[src/rtl/alu_share_arbiter.sv]
// rtl/alu_share_arbiter.sv - round-robin sharing of one external combinational ALU between two requesters
// Optional opcode legality check enabled by defining ALU_ARB_OPCHK_EN.
module alu_share_arbiter #(
   parameter int XLEN = 32,
   parameter int OP_W = 5
) (
   input  logic            clk,
   input  logic            rst_n,
   input  logic            req0_valid,
   output logic            req0_ready,
   input  logic [OP_W-1:0] req0_op,
   input  logic [XLEN-1:0] req0_a,
   input  logic [XLEN-1:0] req0_b,
   input  logic            req1_valid,
   output logic            req1_ready,
   input  logic [OP_W-1:0] req1_op,
   input  logic [XLEN-1:0] req1_a,
   input  logic [XLEN-1:0] req1_b,
   output logic            resp0_valid,
   input  logic            resp0_ready,
   output logic            resp1_valid,
   input  logic            resp1_ready,
   output logic [XLEN-1:0] resp_result,
   output logic            resp_flag,
   output logic [OP_W-1:0] alu_op_o,
   output logic [XLEN-1:0] alu_a_o,
   output logic [XLEN-1:0] alu_b_o,
   input  logic [XLEN-1:0] alu_result_i,
   input  logic            alu_flag_i,
`ifdef ALU_ARB_OPCHK_EN
   output logic            resp_err,
`endif
   output logic            busy
);

   typedef enum logic [1:0] {IDLE, EXEC, RESP} state_t;

   state_t          state, state_nx;
   logic            last_grant;
   logic            gnt;
   logic            accept;
   logic            id_q;
   logic [OP_W-1:0] op_q;
   logic [XLEN-1:0] a_q, b_q;
   logic [OP_W-1:0] sel_op;

   // Port 1 wins only when it is alone or port 0 was served last.
   always_comb begin
      gnt = 1'b0;
      if (req0_valid && req1_valid) gnt = ~last_grant;
      else if (req1_valid)          gnt = 1'b1;
      sel_op     = gnt ? req1_op : req0_op;
      accept     = 1'b0;
      req0_ready = 1'b0;
      req1_ready = 1'b0;
      state_nx   = state;
      case (state)
         IDLE: begin
            req0_ready = rst_n & req0_valid & ~gnt;
            req1_ready = rst_n & req1_valid & gnt;
            if (req0_valid || req1_valid) begin
               accept   = 1'b1;
               state_nx = EXEC;
            end
         end
         EXEC: state_nx = RESP;
         RESP: if (id_q ? resp1_ready : resp0_ready) state_nx = IDLE;
         default: state_nx = IDLE;
      endcase
   end

`ifdef ALU_ARB_OPCHK_EN
   logic err_q;

   function automatic logic legal_op(input logic [OP_W-1:0] op);
      case (op)
         OP_W'(5'b00000), OP_W'(5'b01000), OP_W'(5'b00100), OP_W'(5'b00110),
         OP_W'(5'b00111), OP_W'(5'b01101), OP_W'(5'b00101), OP_W'(5'b00001),
         OP_W'(5'b11100), OP_W'(5'b11110), OP_W'(5'b11101), OP_W'(5'b11111),
         OP_W'(5'b11000), OP_W'(5'b11001), OP_W'(5'b00010), OP_W'(5'b00011):
            legal_op = 1'b1;
         default: legal_op = 1'b0;
      endcase
   endfunction

   always_ff @(posedge clk or negedge rst_n) begin
      if (!rst_n) begin
         err_q    <= 1'b0;
         resp_err <= 1'b0;
      end else begin
         if (accept)        err_q    <= ~legal_op(sel_op);
         if (state == EXEC) resp_err <= err_q;
      end
   end
`endif

   always_ff @(posedge clk or negedge rst_n) begin
      if (!rst_n) begin
         state       <= IDLE;
         last_grant  <= 1'b1;
         id_q        <= 1'b0;
         op_q        <= '0;
         a_q         <= '0;
         b_q         <= '0;
         resp_result <= '0;
         resp_flag   <= 1'b0;
      end else begin
         state <= state_nx;
         if (accept) begin
            id_q       <= gnt;
            last_grant <= gnt;
            op_q       <= sel_op;
            a_q        <= gnt ? req1_a : req0_a;
            b_q        <= gnt ? req1_b : req0_b;
         end
         if (state == EXEC) begin
`ifdef ALU_ARB_OPCHK_EN
            resp_result <= err_q ? '0 : alu_result_i;
            resp_flag   <= err_q ? 1'b0 : alu_flag_i;
`else
            resp_result <= alu_result_i;
            resp_flag   <= alu_flag_i;
`endif
         end
      end
   end

   // ALU inputs come only from the operand registers, so they stay quiet outside EXEC.
   assign alu_op_o    = op_q;
   assign alu_a_o     = a_q;
   assign alu_b_o     = b_q;
   assign resp0_valid = (state == RESP) && !id_q;
   assign resp1_valid = (state == RESP) && id_q;
   assign busy        = (state != IDLE);

endmodule

[config.mk]
export PLATFORM = sky130hd
export DESIGN_NAME = alu_share_arbiter
export DESIGN_NICKNAME = d
export VERILOG_FILES = /design/src/rtl/alu_share_arbiter.sv
export SDC_FILE = /design/constraint.sdc
export NUM_CORES = 1
export LEC_CHECK = 0
export CORE_UTILIZATION = 36
export DETAILED_ROUTE_END_ITERATION = 12
export PLACE_DENSITY = 0.77
export SYNTH_ARGS = -nofsm -noshare
export SYNTH_HDL_FRONTEND = slang
export SYNTH_SLANG_ARGS = --single-unit
[constraint.sdc]
create_clock -name clk -period 1.61 [get_ports clk]
set_input_delay 0.2415 -clock clk [delete_from_list [all_inputs] [get_ports clk]]
set_output_delay 0.2415 -clock clk [all_outputs]
set_load 0.1 [all_outputs]
## Word level (Yosys, flattened, before mapping)

Cells that the tools add are included.

- Equal/unequal tests: 4
- Mux-type cells: 13
- Bitwise gates (word level): 6
- Reductions and logical operators: 8

Operators with widths:

| operator | number |
|---|---|
| 2-to-1 mux 32 bit | 2 |
| 2-to-1 mux 1 bit | 7 |
| one-hot mux 2 bit (3 select lines) | 1 |
| 2-to-1 mux 5 bit | 1 |
| AND 1 bit | 4 |
| 2-to-1 mux 2 bit | 2 |
| != test 2 bit (second input constant) | 2 |
| logical AND 1 bit | 3 |
| equality test 2 x 1 -> 1 bit (second input constant) | 1 |
| equality test 2 bit (second input constant) | 1 |
| logical NOT 2 bit | 1 |
| NOT 1 bit | 2 |
| AND reduction 2 bit | 1 |
| nonzero test 2 bit | 1 |
| logical NOT 1 bit | 1 |
| logical OR 1 bit | 1 |

- Register bits: 106
- Input bits: 177
- Output and inout port bits: 107
- Logic and storage cells: 39

## Depth between registers and ports, before layout

- Word-level depth: 5
- Mapped depth: 5

## Worst setup path before layout

Ideal clock, no wire load.

- Path type: register to output
- Start: register last_grant
- End: output req1_ready
- Data arrival time: 2.107 ns
- Required time: 1.368 ns
- Setup slack: -0.738 ns
- Cell stages (with the launch flop): 5
- Path buffers: 2
- Cells stage by stage: dfstp_2 a21bo_1 buf_6 buf_6 nor2_1

- Cells in the longest elaborated chain, start to end: 4

RTL lines:

| element | line | text |
|---|---|---|
| start: declaration | 39 | `logic last_grant;` |
| start signal: assignment | 111 | `last_grant <= gnt;` |
| NOT 1 bit | 50 | `if (req0_valid && req1_valid) gnt = ~last_grant;` |
| 2-to-1 mux 1 bit | 50 |  |
| AND 1 bit | 60 | `req1_ready = rst_n & req1_valid & gnt;` |
| 2-to-1 mux 1 bit | 57 | `case (state)` |
| end: declaration | 15 | `output logic req1_ready,` |

Every way passes these cells.

## Worst setup path in the final report

- Start: register last_grant
- End: output req0_ready

- Cells in the longest elaborated chain, start to end: 5

RTL lines:

| element | line | text |
|---|---|---|
| NOT 1 bit | 50 |  |
| 2-to-1 mux 1 bit | 50 |  |
| NOT 1 bit | 59 | `req0_ready = rst_n & req0_valid & ~gnt;` |
| AND 1 bit | 59 |  |
| 2-to-1 mux 1 bit | 57 |  |
| end: declaration | 10 | `output logic req0_ready,` |

Every way passes these cells.

==> results.toml <==
[placement]
portBuffers = 283
dp_hpwl_microns = 11480
gp_congestion = 0.7651
dp_slack_ps = -404.1

[global_routing]
grt_pass1_vias = 4170
grt_max_degree = 97
top_usage_layer = "met2"
globalRouteMet1Util_pct = 21.49
overflow = 0
grt_use_met2_pct = 33.91
gr-usage-met3_pct = 5.586
groute.usage.overall_pct = 19.30
antenna_found_initial = 1
grt_pass1_wl_microns = 22200

[synthesis]
ys_seq_area_share_pct = 49.42
ys_warn_count = 0
syn_nets = 491
synth.distinct_cells = 20
avgSynthCellArea_sq_um = 17.10
yosysTopAreaCellShare_pct = 48.93
synthTopCellsByArea = "dfrtp_1 (49%), mux2_4 (37%), mux2_2 (8.0%)"
synth_edf_count = 0
yosys.area.top_type = "dfrtp_1"
ys_ff_latch = 106
netlist_area_sq_um = 5370
synth_cells = 314
async_reset_ff_share_pct = 100.0
ys.flop_type = "dfrtp_1"

[timing]
finalClockSkew_ps = 12.87
setup_viol = 64
period_share_pct = 110.5
whs_ps = -9.638
postLayoutSetupSlackWorst_ps = -169.7
hold_viol = 24
slew_headroom_pct = 65.06
rsz0062_at_grt = "true"
layout_min_cycle_time_ps = 1780
slew_viol_final = 0
setup_tns_ps = -7334
worst_pin_slew_ps = 524.1
fmax_mhz = 561.9

[setup_path]
end_kind = "primary output"
crit_path_max_incr_delay_ps = 550
start_kind = "flop"
critPathRequiredTime_ps = 1370
cp.arrival_ps = 1540
cp_slowest_cell = "dfstp_2"
crit_type = "reg -> out"
crit_fanout = 4
worstPathCellList = "a21bo_4 -> buf_6 -> and4_4 -> buf_12"

[routing]
dr.pass1.iters = 4
drt_iter0_markers = 102
route.detailed.drc = 0
ant_nets = 0
vias = 3789
vias_per_cell = 4.701
wirelength_microns = 14880
post_drt_wl_per_cell_microns = 18.46

[floorplanning]
dieArea_sq_um = 15410
rows = 44
initial_core_util_pct = 36.95
fp.coreArea_sq_um = 14530
die_width_microns = 124.1
chipHeight_microns = 124.1
io-pin-count = 284

[cts]
cts.sinks = 106
ctsHtreeMaxLevel = 3
clk_root_buffer_cell = "clkbuf_16"
clkTransAtPathRegs_ps = 70
clock_latency_ps = 350
cts_tree = "done"
cts_buffers = 9
cts_buffer_depth = 2

[layout]
mostFrequentLayoutCells = "clkdlybuf4s50_1 (175), mux2_4 (138), buf_12 (113), dfrtp_1 (105), mux2_2 (34)"
fill_cells = 967
area_growth_syn_to_layout_pct = 87.51
fin_nets = 793
drive_gt1_share_pct = 53.30
layout_commonest_cell = "clkdlybuf4s50_1"

[run_status]
failed_checks = "hold timing, setup timing"
status = "complete, but fails checks"

[hold_path]
hp-class = "in -> async"

[run]
drv_cap = 0
logic make-up (layout without fill, tap and decap cells):
family	Yosys count	in the layout	share of synthesized area [%]
buffers and inverters	22	329	3.658
other	0	1	0
muxes	172	172	45.43
AOI/OAI and AO/OA	6	6	0.7456
and+or+nand+nor	8	8	0.7454
DFF	106	106	49.42
per-stage QoR:
stage | cells | instance area, sq um | utilization (%)
after CTS | 803 | 10020 | 68.96
after global routing | 806 | 10070 | 69.28
after floorplan | 314 | 5379 | -
final | 806 | 10070 | 69.28
after detailed placement | 784 | 9592 | 66.00
after global placement | 784 | 9592 | 66.00
cell type report:
| class | instances | area (sq um) | area share [%] |
|---|---|---|---|
| Antenna cell | 1 | 2.502 | 0.02485 |
| Clock buffer | 9 | 225.2 | 2.237 |
| Clock inverter | 7 | 76.32 | 0.7579 |
| Inverter | 2 | 7.507 | 0.07455 |
| Multi-Input combinational cell | 186 | 2566 | 25.48 |
| Sequential cell | 106 | 2654 | 26.35 |
| Tap cell | 184 | 230.2 | 2.286 |
| Timing Repair Buffer | 311 | 4308 | 42.78 |
critical path, delay by kind of cell (launching register included):
| kind | cells | cell delay, ps |
|---|---|---|
| simple gates | 1 | 210 |
| compound gates | 1 | 170 |
| flops | 1 | 550 |
| buf+inv | 2 | 270 |
sequential cells by signal, summed over array words and instances, names as in the netlist:
| signal | cells |
|---|---|
| state | 2 |
| resp_flag | 1 |
| alu_a_o | 32 |
| id_q | 1 |
| alu_b_o | 32 |
| resp_result | 32 |
| alu_op_o | 5 |
| last_grant | 1 |
cell usage after synthesis, types with 2 or more instances:
cell      instances
buf_2             4
buf_4             7
buf_6             2
buf_8             6
dfrtp_1         105
inv_1             2
mux2_2           38
mux2_4          134
nand2b_1          2
nor2_1            4
routing by layer:
metal  vias to the layer above  part of all wire (%)
li1                       1723                     -
met4                         0                   2.9
met5                         -                     0
met1                      1857                    37
met3                        26                   8.6
met2                       183                    52
timing repair:
action | CTS | global route
endpoints found under the setup margin | 72 | 70
hold buffers | 1 | 0
buffers inserted | 2 | 1
hold endpoints to repair | 10 | 0
pin swaps | 1 | 1
resized for setup | 19 | 3
gates cloned | 1 | 1
worst paths after layout:
kind | slack (ps) | cells after the start | end | from
setup / recovery | -170 | 4 | req0_ready | last_grant
hold / removal | -10 | 2 | alu_a_o[14] | rst_n
setup reg to reg | -160 | 5 | alu_b_o[27] | last_grant
hold reg to reg | 570 | 1 | resp_result[3] | resp_result[3]
max in group asynchronous | 820 | 2 | alu_op_o[1] | rst_n
min in group clk | 500 | 2 | resp_result[29] | alu_result_i[29]
Power is not shown: default switching activity piles up to over one toggle a cycle in this logic, so the estimate is an artifact.
